$ cat config.mk
export PLATFORM = sky130hd
export DESIGN_NAME = clk_div_bank
export DESIGN_NICKNAME = d
export VERILOG_FILES = /design/src/rtl/clk_div_bank.sv
export SDC_FILE = /design/constraint.sdc
export NUM_CORES = 1
export LEC_CHECK = 0
export CORE_ASPECT_RATIO = 0.9
export CORE_MARGIN = 4
export CORE_UTILIZATION = 38
export CTS_CLUSTER_DIAMETER = 120
export DETAILED_ROUTE_END_ITERATION = 16
export PLACE_DENSITY = 0.54
export SLEW_MARGIN = 20
export SYNTH_ARGS = -nofsm -noshare
export SYNTH_HDL_FRONTEND = slang
export SYNTH_SLANG_ARGS = --single-unit
$ cat constraint.sdc
create_clock -name sys_clk -period 4.1 [get_ports sys_clk]
set_clock_uncertainty 0.2 [all_clocks]
set_input_delay 0.82 -clock sys_clk [delete_from_list [all_inputs] [get_ports sys_clk]]
set_output_delay 0.82 -clock sys_clk [all_outputs]
set_load 0.01 [all_outputs]
$ cat src/rtl/clk_div_bank.sv
// Bank of NCH programmable clock dividers with per-channel phase offset and enable.
// Any accepted valid config write re-syncs every channel and restarts the lock settle window.
module clk_div_bank #(
    parameter int               NCH             = 5,
    parameter int               DW              = 8,
    parameter logic [NCH*DW-1:0] DIV_INIT       = {8'd91, 8'd20, 8'd9, 8'd5, 8'd3},
    parameter logic [NCH*DW-1:0] PHASE_INIT     = '0,
    parameter logic [NCH-1:0]   EN_INIT         = '1,
    parameter int               LOCK_CYCLES     = 16,
    parameter bit               GATE_UNTIL_LOCK = 1'b1,
    localparam int              CHW             = (NCH > 1) ? $clog2(NCH) : 1
) (
    input  logic            sys_clk,
    input  logic            sys_rst_n,
    input  logic            cfg_valid,
    output logic            cfg_ready,
    input  logic [CHW-1:0]  cfg_ch,
    input  logic [DW-1:0]   cfg_div,
    input  logic [DW-1:0]   cfg_phase,
    input  logic            cfg_en,
    output logic            cfg_err,
    output logic [NCH-1:0]  clk_out,
    output logic [NCH-1:0]  tick,
    output logic            extlock
);

    // state  | meaning
    // SYNC   | load every channel counter from its phase, clear settle count
    // SETTLE | counters run, settle count advances, extlock low
    // LOCKED | extlock high and held until the next valid write
    typedef enum logic [1:0] {
        ST_SYNC   = 2'd0,
        ST_SETTLE = 2'd1,
        ST_LOCKED = 2'd2
    } state_t;

    localparam int LCW = $clog2(LOCK_CYCLES + 1);

    state_t          r_state, w_state_nxt;
    logic [LCW-1:0]  r_settle, w_settle_nxt;

    logic [DW-1:0]   r_div   [NCH];
    logic [DW-1:0]   r_phase [NCH];
    logic [NCH-1:0]  r_en;
    logic [DW-1:0]   r_cnt   [NCH];
    logic [DW-1:0]   w_cnt_nxt [NCH];

    logic [NCH-1:0]  r_clk_out, r_tick, w_clk_nxt, w_tick_nxt;
    logic            r_extlock, r_ready, r_err;
    logic            w_accept, w_cfg_ok, w_good, w_bad, w_gate;

    always_comb begin
        w_accept = cfg_valid & r_ready;
        w_cfg_ok = (int'(cfg_ch) < NCH) && (cfg_div >= DW'(2)) && (cfg_phase < cfg_div);
        w_good   = w_accept & w_cfg_ok;
        w_bad    = w_accept & ~w_cfg_ok;

        w_state_nxt  = r_state;
        w_settle_nxt = r_settle;
        case (r_state)
            ST_SYNC: begin
                w_state_nxt  = ST_SETTLE;
                w_settle_nxt = '0;
            end
            ST_SETTLE: begin
                w_settle_nxt = r_settle + LCW'(1);
                if (w_good)
                    w_state_nxt = ST_SYNC;
                else if (r_settle == LCW'(LOCK_CYCLES - 1))
                    w_state_nxt = ST_LOCKED;
            end
            ST_LOCKED: begin
                if (w_good)
                    w_state_nxt = ST_SYNC;
            end
            default: w_state_nxt = ST_SYNC;
        endcase
    end

    // Outputs are registered from the next counter value so they line up with the counter itself.
    always_comb begin
        w_cnt_nxt  = r_cnt;
        w_clk_nxt  = '0;
        w_tick_nxt = '0;
        w_gate     = GATE_UNTIL_LOCK ? (w_state_nxt == ST_LOCKED) : 1'b1;
        for (int i = 0; i < NCH; i++) begin
            if (!r_en[i])
                w_cnt_nxt[i] = '0;
            else if (r_state == ST_SYNC)
                w_cnt_nxt[i] = (r_phase[i] == '0) ? '0 : (r_div[i] - r_phase[i]);
            else if (r_cnt[i] >= r_div[i] - DW'(1))
                w_cnt_nxt[i] = '0;
            else
                w_cnt_nxt[i] = r_cnt[i] + DW'(1);
            w_clk_nxt[i]  = r_en[i] & w_gate & (w_cnt_nxt[i] < (r_div[i] >> 1));
            w_tick_nxt[i] = r_en[i] & w_gate & (w_cnt_nxt[i] == '0);
        end
    end

    always_ff @(posedge sys_clk or negedge sys_rst_n) begin
        if (!sys_rst_n) begin
            r_state  <= ST_SYNC;
            r_settle <= '0;
        end else begin
            r_state  <= w_state_nxt;
            r_settle <= w_settle_nxt;
        end
    end

    always_ff @(posedge sys_clk or negedge sys_rst_n) begin
        if (!sys_rst_n) begin
            r_extlock <= 1'b0;
            r_ready   <= 1'b0;
            r_err     <= 1'b0;
            r_clk_out <= '0;
            r_tick    <= '0;
            r_en      <= EN_INIT;
            for (int i = 0; i < NCH; i++) begin
                r_div[i]   <= DIV_INIT[i*DW +: DW];
                r_phase[i] <= PHASE_INIT[i*DW +: DW];
                r_cnt[i]   <= '0;
            end
        end else begin
            r_extlock <= (w_state_nxt == ST_LOCKED);
            r_ready   <= (w_state_nxt != ST_SYNC);
            r_err     <= w_bad;
            r_clk_out <= w_clk_nxt;
            r_tick    <= w_tick_nxt;
            for (int i = 0; i < NCH; i++) begin
                r_cnt[i] <= w_cnt_nxt[i];
                if (w_good && (cfg_ch == CHW'(i))) begin
                    r_div[i]   <= cfg_div;
                    r_phase[i] <= cfg_phase;
                    r_en[i]    <= cfg_en;
                end
            end
        end
    end

    assign cfg_ready = r_ready;
    assign cfg_err   = r_err;
    assign clk_out   = r_clk_out;
    assign tick      = r_tick;
    assign extlock   = r_extlock;

endmodule
# [Yosys cells after proc, flatten, opt, wreduce, memory -nomap -nowiden]
# Cells that the tools add are included.
[totals] latch_bits=0 in_bits=23 word_cells=129 mem_count=0 output_inout_bits=13 romBits=0 mem_bits_rw=0 reg_bits=145
[classes] order_cmp=13 n_reduce_logical=21 n_addsub=16 mux=25 shift=0 div=0 bitwise_logic=19 n_eq_ne=8 mul=0
[op_table] cell="$mux 8" n=20
[op_table] cell="$logic_not 8->1" n=10
[op_table] cell="$add 8x1->8 const B" n=5
[op_table] cell="$ge 8x8->1" n=5
[op_table] cell="$lt 8x7->1" n=5
[op_table] cell="$sub 8x1->8 const B" n=5
[op_table] cell="$sub 8x8->8" n=5
[op_table] cell="$and 1x1->1" n=18
[op_table] cell="$pmux 5 s2" n=1
[op_table] cell="$ge 8x2->1 const B" n=1
[op_table] cell="$lt 8x8->1" n=1
[op_table] cell="$logic_and 1x1->1" n=7
[op_table] cell="$eq 3x2->1 const B" n=2
[op_table] cell="$mux 2" n=3
[op_table] cell="$pmux 2 s3" n=1
[op_table] cell="$add 5x1->5 const B" n=1
[op_table] cell="$eq 5x4->1 const B" n=1
[op_table] cell="$eq 2x2->1 const B" n=2
[op_table] cell="$reduce_bool 2->1" n=2
[op_table] cell="$eq 3x1->1 const B" n=1
[op_table] cell="$eq 3x3->1 const B" n=1
[op_table] cell="$logic_not 3->1" n=1
[op_table] cell="$lt 3x3->1 const B" n=1
[op_table] cell="$eq 2x1->1 const B" n=1
[op_table] cell="other kinds (2)" n=2

# [Depth between registers and ports, before layout]
# Gate-level depths: netlist of run 1.
[logic_depth] ltp_word=9 mapped_depth=18 mapped_depth_nobuf=18

# [Least setup slack after synthesis of run 1]
# No wires, ideal clock.
[synth_timing] path_type="register to register" startpoint="register r_div[1] (netlist bit)" endpoint="register r_clk_out[4] (netlist: clk_out[4])" t_arrival_ns=3.425 t_required_ns=3.806 period_less_slack_ns=3.719 path_stages_with_launch=17 setup_time_ns=0.094 n_path_buf=0 setup_slack_ns=0.381 cell_sequence="dfstp_2 > inv_1 > ha_1 > nand3_1 > nor3_1 > xnor2_1 > ha_1 > a21oi_1 > o21ai_0 > nor4b_1 > o21ai_1 > o22ai_1 > ha_1 > a211oi_1 > nand2_1 > a211o_1 > a211oi_1"
[synth_lines] element="start, declared" line_no="42" rtl="logic [DW-1:0] r_div [NCH];"
[synth_lines] element="start signal, assigned by index" line_no="119" rtl="r_div[i] <= DIV_INIT[i*DW +: DW];"
[synth_lines] element="start signal, assigned by index" line_no="132" rtl="r_div[i] <= cfg_div;"
[synth_lines] element="end signal, assigned" line_no="127" rtl="r_clk_out <= w_clk_nxt;"
[synth_lines] element="end, declared" line_no="48" rtl="logic [NCH-1:0] r_clk_out, r_tick, w_clk_nxt, w_tick_nxt;"

==> summary.md, run 1 <==
| Metric | Value |
|---|---|
| Outcome | `finished clean` |
| Clock Path Buffers | `2` |
| H-Tree Depth | `4` |
| GRT overflow | `0` |
| Main area contributors after synthesis | `dfrtp_1 (32%), ha_1 (16%), xnor2_1 (5.9%)` |
| Synth unique cells | `64` |
| WP data required | `4.21 ns` |
| Clock sinks | `145` |
| Crit. path cell count | `16` |
| Final Max Slew Viols | `0` |
| Initial antenna violation count | `1` |
| Final #Nets | `roughly 1300` |
| Die W | `around 180 um` |
| Clock latency on the worst-skew pair | `0.43 ns` |
| First-pass GRT wire length | `approximately 42 mm` |
| Max-slew headroom at the worst pin | `about 46%` |
| GRT Util Overall | `a little under a fifth` |
| Final setup vio count | `0` |
| Setup WS post-layout | `around 0.23 ns` |
| Buf/Inv on CP | `1` |
| Post-DP HPWL | `20.5 mm` |
| Die ar. | `roughly 28000 sq um` |
| CTS Buf Count | `17` |
| Syn Inst Count | `between 1000 and 1500` |
| CP Launch Point | `r_div[25]` |
| EDFF count, synth | `0` |
| Pre-Repair DR Iteration Count | `5` |
| Antenna viol nets, final | `0` |
| Slowest-stage cell, CP | `dfrtp_1` |
| Delay-heaviest family, CP | `simple AND/OR/NAND/NOR gates` |
| Register area | `about 3700 sq um` |
| Largest net degree at the start of global routing | `slightly above 80` |
| Ant. Diodes | `0` |
| Worst path cell trace | `inv_1 > ha_1 > nand3_1 > nor3_1 > xnor2_1 > ha_1 > and4_1 > o21ai_0 > o211ai_1 > or2_2 > o22ai_1 > ha_1 > and4_1 > o21ai_0 > a21oi_1 > a2111oi_2` |
| DP Worst Slack | `-0.0910 ns` |
| Root Buffer | `clkbuf_16` |
| Slowest stage delay, CP | `0.47 ns` |
| Setup CP Type | `flop to flop` |
| Mean post-synth cell area | `9.57 sq um` |
| Final Cycle Share | `between 90 and 100%` |
| Arr. time, crit path | `3.98 ns` |
| R2r worst-path depth | `16` |
| LEAKAGE | `about 0.0054 uW` |
| Final instance area | `roughly 12000 sq um` |
| Core Util, Final | `approximately 46%` |
| R2r startpoint | `r_div[25]` |
| Most common cell after layout, fill and taps aside | `dfrtp_1` |
| Die height | `between 150 and 200 um` |
| IO Count | `36` |
| Std-Cell Core Area | `~25000 sq um` |
| Layout fillers | `2421` |
| Routability cong. | `roughly 0.85` |
| Worst flop-to-flop path endpoint | `clk_out[1]` |
| PD cells | `700 nW/um^2` |
| Max-Cap Viols | `0` |
| Initial core utilization | `roughly 39%` |
| CTS clk-pin slew, worst paths | `0.07 ns` |
| Asr flop ratio synth | `100%` |
| CTS tree | `done` |
| Yosys reg bits | `145` |
| Syn Nets | `1177` |
| Synth warn | `0` |
| DR vias | `about 7700` |
| Vias per Instance | `approximately 5.2` |
| Worst min-delay path class | `primary input to asynchronous set/reset pin` |
| Register area share after synthesis | `between 30% and 40%` |
| Share of cells above drive strength 1 | `13.7%` |
| Achievable Freq | `approximately 260 MHz` |
| Remaining DRCs | `0` |
| Share of Yosys cell area claimed by the top area cell type | `~32%` |
| Commonest cells after routing, fill and taps aside | `dfrtp_1 (127), ha_1 (124), inv_1 (100)` |
| Std cell rows | `55` |
| Peak VDD IR | `about 0.00030 V` |
| Worst Path Max Fanout | `5` |
| Synth Flop Type | `dfrtp_1` |
| Clock period minus final worst setup slack | `between 3 and 4 ns` |
| Final hold violation count | `0` |
| P&R area growth vs syn | `18.2%` |
| Slew @ Worst Pin | `about 0.81 ns` |
| Cell Area, Synth | `9810 sq um` |
| DR iter-0 viols | `between 500 and 600` |
| Wire per inst | `approximately 18 um` |
| Critical Path End | `clk_out[1]` |
| Post-DP Area | `around 11000 sq um` |
| Area of the multi-input gates | `5770 sq um` |
| R2R setup slack | `0.23 ns` |
| Fin Setup TNS | `0 ns` |
| Largest area contributor in the netlist | `dfrtp_1` |
| Cell mode on critical path | `ha_1` |
| CP Capture Type | `flop` |
| CP Launch Type | `flop` |
| Number of global-route vias before repair | `7672` |
| Port bufs | `35` |
| Routed WL | `around 26 mm` |
[cells in the mapped netlist, types with 15 or more instances]
library cell,instances
dfrtp_1,127
ha_1,124
inv_1,100
o21ai_0,86
nand2_1,85
xnor2_1,66
nor2_1,47
nand3_1,34
a21oi_1,29
mux2_2,24
xor2_1,24
nor4_1,19
o22ai_1,19
dfstp_2,18
nor2b_1,17
nand2b_1,15
nor3_1,15
[sequential cells by signal, summed over array words and instances (netlist names)]
| name | flops |
|---|---|
| r_cnt | 40 |
| extlock | 1 |
| clk_out | 5 |
| cfg_err | 1 |
| tick | 5 |
| r_phase | 40 |
| r_state | 2 |
| cfg_ready | 1 |
| r_div | 40 |
| r_en | 5 |
| r_settle | 5 |
[worst register-to-register path, stage by stage, from the launching register on]
cell       delay [ns]
dfrtp_1          0.47
inv_1            0.12
ha_1             0.19
nand3_1          0.15
nor3_1           0.20
xnor2_1          0.16
ha_1             0.27
and4_1           0.18
o21ai_0          0.08
o211ai_1         0.12
or2_2            0.34
o22ai_1          0.30
ha_1             0.31
and4_1           0.18
o21ai_0          0.07
a21oi_1          0.08
a2111oi_2        0.33
[how the worst min path moves through the flow]
stage	start	to	slack (ns)	depth (start not counted)
after floorplan	r_settle[4]	r_settle[4]	0.25	2
after global placement	r_settle[4]	r_settle[4]	0.28	2
after detailed placement	r_settle[4]	r_settle[4]	0.28	2
after CTS	sys_rst_n	r_cnt[0]	0.25	1
after global routing	sys_rst_n	r_cnt[1]	0.28	1
final	sys_rst_n	r_cnt[1]	0.21	1
[cells by family after synthesis]
group / after synthesis / share of synthesized area, %
xor+xnor: 90 / 8.04
fa+ha+maj: 129 / 16.8
mux: 37 / 4.39
flops: 145 / 37.2
buf+inv: 116 / 4.59
simple gates: 281 / 14.5
compound gates: 227 / 14.5
[layer usage]
metal / GRT usage [%] / share of wire, % / vias up
li1: - / - / 3830
met1: 27.4 / 50 / 3734
met2: 29.6 / 45 / 118
met3: 3.18 / 2.9 / 30
met4: 3.97 / 1.4 / 0
met5: 0 / 0 / -
[power breakdown]
| part | total (uW) | internal, uW | switching [uW] | leakage, uW |
|---|---|---|---|---|
| registers | 2490 | 1940 | 546 | 0.00180 |
| logic | 4030 | 1850 | 2180 | 0.00328 |
| clock network | 1590 | 933 | 656 | 0.000280 |
[timing repair]
item | 4_1_cts | 5_1_grt
pin swaps | 0 | 1
hold buffers | 0 | 0
endpoints found under the setup margin | 1 | 4
setup buffers | 0 | 2
resized for setup | 1 | 7
[per-stage QoR]
stage	total power (uW)	hold slack, ns	std cells
after floorplan	5250	0.253	1025
after global placement	6410	0.279	1438
after detailed placement	6440	0.283	1438
after CTS	8090	0.252	1470
after global routing	8810	0.276	1472
final	8110	0.212	1472
[area by class of cell]
class | count | share of cell area [%]
clock buffers | 21 | 3.97
clock inverters | 11 | 1.13
inverters | 100 | 3.24
multi-input cells | 764 | 49.8
flip-flops and latches | 145 | 31.5
well taps | 342 | 3.69
repair buffers | 89 | 6.64
(Power assumes the default switching activity.)
==> run 2: changes to the inputs <==
- CAP_MARGIN: unset -> 20
- CELL_PAD_IN_SITES_DETAIL_PLACEMENT: unset -> 0
- CELL_PAD_IN_SITES_GLOBAL_PLACEMENT: unset -> 1
- PLACE_DENSITY: 0.54 -> 0.73
==> run 2 against run 1 <==
Against the previous run: die area did not move; global-route usage grew 0.073 points; final area grew 0.38%; count of clock-buffer cells in the layout is 2 lower; power increased by 0.27%; utilization up 0.17 points; register-to-register slack about the same; via count fell by 0.78%; maximum frequency hardly changed; setup slack better by 0.0012 ns.
==> summary.md, run 2 (synthesized netlist as in run 1, its figures left out) <==
| Metric | Value |
|---|---|
| Largest net degree at the start of global routing | `slightly above 100` |
| Post-DP HPWL | `approximately 20 mm` |
| Pwr Total | `approximately 8100 uW` |
| Worst Path Max Fanout | `3` |
| Final setup vio count | `0` |
| Post-cts hold buffer count | `0` |
| Peak VDD IR | `roughly 0.00030 V` |
| Area of the multi-input gates | `about 6000 sq um` |
| PD cells | `approximately 700 nW/um^2` |
| Setup CP Type | `flop to flop` |
| CP Launch Type | `flop` |
| Final hold violation count | `0` |
| R2r startpoint | `r_div[0]` |
| Met3 WL | `between 700 and 800 um` |
| DR iter-0 viols | `364` |
| Wire per inst | `~18 um` |
| Share of cells above drive strength 1 | `roughly 15%` |
| Initial antenna violation count | `0` |
| Hold path depth | `2` |
| DR vias | `between 7000 and 8000` |
| Routability cong. | `around 0.84` |
| Clock Path Buffers | `2` |
| Core Util, Final | `between 40% and 50%` |
| WP data required | `~4.2 ns` |
| Final Cycle Share | `94.4%` |
| Pre-Repair DR Iteration Count | `5` |
| Final #Nets | `1260` |
| GRT overflow | `0` |
| Min-Delay Startpoint | `r_settle[4]` |
| Most common cell after layout, fill and taps aside | `dfrtp_1` |
| P&R area growth vs syn | `18.6%` |
| Sw Ratio | `41.9%` |
| CTS tree | `done` |
| Sequential power share | `a little under a third` |
| CTS clk-pin slew, worst paths | `roughly 0.06 ns` |
| H-Tree Depth | `4` |
| Layout fillers | `between 2000 and 2500` |
| Arr. time, crit path | `4.01 ns` |
| Std-Cell Core Area | `25300 sq um` |
| Net switching power | `between 3000 and 4000 uW` |
| Non-filler cells, final | `roughly 1500` |
| First-pass GRT wire length | `roughly 43 mm` |
| Vias per Instance | `approximately 5.2` |
| Routed WL | `~26 mm` |
| CP Launch Point | `r_div[0]` |
| Port bufs | `35` |
| Outcome | `finished clean` |
| CP Capture Type | `flop` |
| R2r worst-path depth | `16` |
| Worst min-delay path class | `flop to flop` |
| CTS Buf Count | `17` |
| Max Used Layer | `met4` |
| Commonest cells after routing, fill and taps aside | `dfrtp_1 (127), ha_1 (124), inv_1 (100)` |
| Die height | `around 160 um` |
| Clock period minus final worst setup slack | `just under 4 ns` |
| Achievable Freq | `around 260 MHz` |
| Slew @ Worst Pin | `approximately 0.98 ns` |
| Clock sinks | `between 100 and 150` |
| Logic pwr share | `about half` |
| Number of global-route vias before repair | `7771` |
| LEAKAGE | `about 0.0053 uW` |
| IO Count | `36` |
| Clock latency on the worst-skew pair | `0.43 ns` |
| WL met1 | `12.8 mm` |
| Max-Cap Viols | `0` |
| Worst hold path endpoint | `r_settle[4]` |
| Clock power share | `slightly below 20%` |
| Ant. Diodes | `0` |
| Worst flop-to-flop path endpoint | `clk_out[4]` |
| Internal power | `between 4000 and 5000 uW` |
| Antenna viol nets, final | `0` |
| Regs by FF count | `r_cnt x40, r_div x40, r_phase x40` |
| Die W | `177 um` |
| R2R setup slack | `between 0.2 and 0.25 ns` |
| Initial core utilization | `about 39%` |
| Std cell rows | `55` |
| Register area | `3650 sq um` |
| Max-slew headroom at the worst pin | `roughly 34%` |
| GRT Util Overall | `between 10% and 20%` |
| Root Buffer | `clkbuf_16` |
| Die ar. | `28400 sq um` |
| Placed insts | `about 1400` |
| Met2 WL | `11.9 mm` |
| Remaining DRCs | `0` |
| Final Max Slew Viols | `0` |
==> run 2: changes by cell type in the layout (fill, tap and decap cells not counted), sizes merged <==
cell	change
clkinv	+1
clkinvlp	+1
buf	-9
clkbuf	-2
==> run 2: what timing repair did <==
item | in CTS | in global routing
buffers inserted | 0 | 5
endpoints found under the setup margin | 0 | 5
gates resized for setup | 0 | 27
==> run 2: layout make-up <==
type | instances | share of cell area [%]
well taps | 342 | 3.68
repair buffers | 80 | 6.14
clock buffers | 19 | 3.89
multi-input cells | 764 | 50.5
inverters | 100 | 3.23
flip-flops and latches | 145 | 31.4
clock inverters | 13 | 1.17
==> run 2: worst max-delay path by stage <==
| stage | to | depth (start not counted) |
|---|---|---|
| 2_1_floorplan | clk_out[4] | 16 |
| 3_3_place_gp | tick[3] | 10 |
| 3_5_place_dp | tick[3] | 10 |
| 4_1_cts | clk_out[1] | 15 |
| 5_1_grt | clk_out[4] | 16 |
| 6_report | clk_out[4] | 16 |
==> run 2: power groups by stage <==
stage	combinational (uW)	clock [uW]	sequential, uW
after global routing	4610	1660	2590
after detailed placement	3880	0	2510
after global placement	3860	0	2510
after floorplan	2920	0	2330
after CTS	3920	1600	2490
final	4040	1580	2510
==> run 2: metal layers <==
layer,vias to the layer above,track usage [%]
met4,0,5.80
met1,3669,27.1
li1,3815,-
met2,127,29.6
met5,-,0
met3,41,2.80
==> run 2: through the flow <==
stage	cell area, sq um	setup slack [ns]	hold WS (ns)	setup TNS (ns)
3_5_place_dp	10900	-0.00956	0.274	-0.00956
2_1_floorplan	9810	0.381	0.253	0
5_1_grt	11600	-0.0124	0.344	-0.0124
4_1_cts	11500	0.0452	0.290	0
3_3_place_gp	10900	0.0397	0.267	0
6_report	11600	0.228	0.288	0
==> run 2: critical path, stage by stage, from the launching register on <==
cell and delay [ns]:
dfstp_2 0.55, inv_1 0.08, ha_1 0.24, nand3_2 0.12, nor3_2 0.05, xnor2_1 0.19, ha_1 0.28, a21oi_1 0.14
o21ai_0 0.11, nor4b_2 0.33, o21ai_1 0.14, o22ai_1 0.23, ha_1 0.29, a211oi_1 0.24, nand2_1 0.10, a211o_1 0.29
a211oi_2 0.22
==> run 3: changes to the inputs <==
- CORE_UTILIZATION: 38 -> 45
- PLACE_DENSITY: 0.73 -> 0.83
==> run 3 against run 2 <==
Against the previous run: critical path depth up 3; utilization up 8.5 points; setup slack better by 0.0091 ns; critical endpoint is now clk_out[3]; highest routed layer unchanged.
==> summary.md, run 3 (synthesized netlist as in run 1, its figures left out) <==
| Metric | Value |
|---|---|
| Remaining DRCs | `0` |
| Setup WS post-layout | `approximately 0.24 ns` |
| Worst path cell trace | `inv_1 > ha_1 > nand3_1 > nor3_1 > xnor2_1 > ha_1 > o21ai_0 > o221ai_1 > a21oi_2 > buf_4 > buf_4 > a22oi_1 > nor2b_1 > ha_1 > a21oi_1 > nor2b_1 > o21ai_0 > nand3b_1 > a311oi_1` |
| Largest net degree at the start of global routing | `66` |
| Pre-Repair DR Iteration Count | `5` |
| Clock latency on the worst-skew pair | `roughly 0.43 ns` |
| Slowest stage delay, CP | `about 0.45 ns` |
| Die height | `148 um` |
| Die ar. | `around 24000 sq um` |
| Final hold violation count | `0` |
| CP Capture Type | `flop` |
| CTS Buf Count | `17` |
| DR iter-0 viols | `around 540` |
| GRT Util Overall | `between 20% and 30%` |
| CP Launch Type | `flop` |
| Commonest cells after routing, fill and taps aside | `dfrtp_1 (127), ha_1 (124), inv_1 (100)` |
| Most common cell after layout, fill and taps aside | `dfrtp_1` |
| Std cell rows | `50` |
| Ant. Diodes | `0` |
| P&R area growth vs syn | `17.5%` |
| Max-slew headroom at the worst pin | `slightly below 50%` |
| Initial core utilization | `between 40% and 50%` |
| Crit. path cell count | `19` |
| DR vias | `between 7000 and 8000` |
| Worst min-delay path class | `primary input to asynchronous set/reset pin` |
| Clock period minus final worst setup slack | `just under 4 ns` |
| WP data required | `around 4.2 ns` |
| H-Tree Depth | `4` |
| Final Max Slew Viols | `0` |
| Std-Cell Core Area | `around 21000 sq um` |
| PD cells | `between 700 and 800 nW/um^2` |
| Achievable Freq | `~260 MHz` |
| Final #Nets | `1256` |
| Post-DP HPWL | `19.2 mm` |
| Die W | `between 150 and 200 um` |
| Setup CP Type | `flop to flop` |
| First-pass GRT wire length | `40.4 mm` |
| Share of cells above drive strength 1 | `a little over an eighth` |
| CTS tree | `done` |
| Routability cong. | `0.885` |
| Peak VDD IR | `roughly 0.00027 V` |
| Final setup vio count | `0` |
| RSZ-0062 raised after global routing | `true` |
| R2r worst-path depth | `19` |
| CTS clk-pin slew, worst paths | `about 0.060 ns` |
| DP Worst Slack | `around 0.06 ns` |
| GRT overflow | `0` |
| Antenna viol nets, final | `0` |
| Slew @ Worst Pin | `between 0.7 and 0.8 ns` |
| R2r startpoint | `r_div[9]` |
| Cell mode on critical path | `ha_1` |
| Clock Path Buffers | `2` |
| Delay-heaviest family, CP | `compound AO/OA/AOI/OAI gates` |
| Worst Path Max Fanout | `5` |
| Initial antenna violation count | `0` |
| LEAKAGE | `around 0.0053 uW` |
| Final Cycle Share | `94.2%` |
| Routed WL | `approximately 25 mm` |
| Vias per Instance | `between 5 and 6` |
| Arr. time, crit path | `between 3 and 4 ns` |
| Wire per inst | `17.8 um` |
| CP Launch Point | `r_div[9]` |
| Port bufs | `35` |
| Buf/Inv on CP | `3` |
| IO Count | `36` |
| Clock sinks | `between 100 and 150` |
| Regs by FF count | `r_cnt x40, r_div x40, r_phase x40` |
| Max-Cap Viols | `0` |
| Outcome | `finished clean` |
| Slowest-stage cell, CP | `dfrtp_1` |
| Number of global-route vias before repair | `slightly below 8000` |
| Root Buffer | `clkbuf_16` |
| Fin Setup TNS | `0 ns` |
-- run 3: changes by cell type in the layout (fill, tap and decap cells not counted), moves of 3 or more --
cell,before,now
o32ai_1,0,3
clkinv_2,4,0
buf_4,43,37
nor3_1,8,11
o32ai_2,4,1
nor3_2,7,3
-- run 3: cell type report --
cell class	instances	area, sq um
inverter	100	375
timing repair buffer	76	709
clock buffer	21	460
tap	286	358
multi-input combinational	764	5820
fill	1914	9620
clock inverter	11	155
sequential	145	3650
-- run 3: worst register-to-register path, cell delays in order, from the launching register on --
cell and delay [ns]:
dfrtp_1 0.45, inv_1 0.11, ha_1 0.19, nand3_1 0.15
nor3_1 0.21, xnor2_1 0.10, ha_1 0.29, o21ai_0 0.07
o221ai_1 0.21, a21oi_2 0.10, buf_4 0.17, buf_4 0.13
a22oi_1 0.17, nor2b_1 0.10, ha_1 0.19, a21oi_1 0.18
nor2b_1 0.07, o21ai_0 0.23, nand3b_1 0.12, a311oi_1 0.31
-- run 3: repair_timing --
| action | 4_1_cts | 5_1_grt |
|---|---|---|
| hold buffers | 0 | 0 |
| gates resized for setup | 0 | 16 |
| hold endpoints to repair | 0 | 0 |
| endpoints found under the setup margin | 0 | 5 |
| buffers inserted | 0 | 6 |
-- run 3: per-stage QoR --
step	hold slack [ns]	util (%)	area [sq um]	instances	total power, uW
6_report	0.165	54.5	11500	1403	8140
5_1_grt	0.206	54.5	11500	1403	8830
4_1_cts	0.202	53.9	11400	1397	8050
3_5_place_dp	0.283	51.0	10800	1365	6360
3_3_place_gp	0.269	51.0	10800	1365	6290
2_1_floorplan	0.253	-	9810	1025	5250
-- run 3: path summary, 6_finish.rpt --
check,slack [ns],to
max,0.24,clk_out[3]
min,0.17,r_cnt[25]
max reg2reg,0.24,clk_out[3]
min reg2reg,0.30,r_settle[4]
max in group asynchronous,2.71,r_en[2]
min in group sys_clk,0.30,r_settle[4]
-- run 3: power by group --
part | leakage [uW] | switching, uW | internal [uW]
Clock | 0.000286 | 646 | 995
Sequential | 0.00180 | 552 | 1940
Combinational | 0.00323 | 2160 | 1840
Total | 0.00532 | 3360 | 4780
-- run 3: per-layer routing --
layer / GRT usage, % / share of wire (%) / vias to the layer above
met5: 0 / 0 / -
li1: - / - / 3812
met2: 34.0 / 46 / 156
met1: 29.9 / 48 / 3721
met4: 5.32 / 1.6 / 0
met3: 3.55 / 4.1 / 35
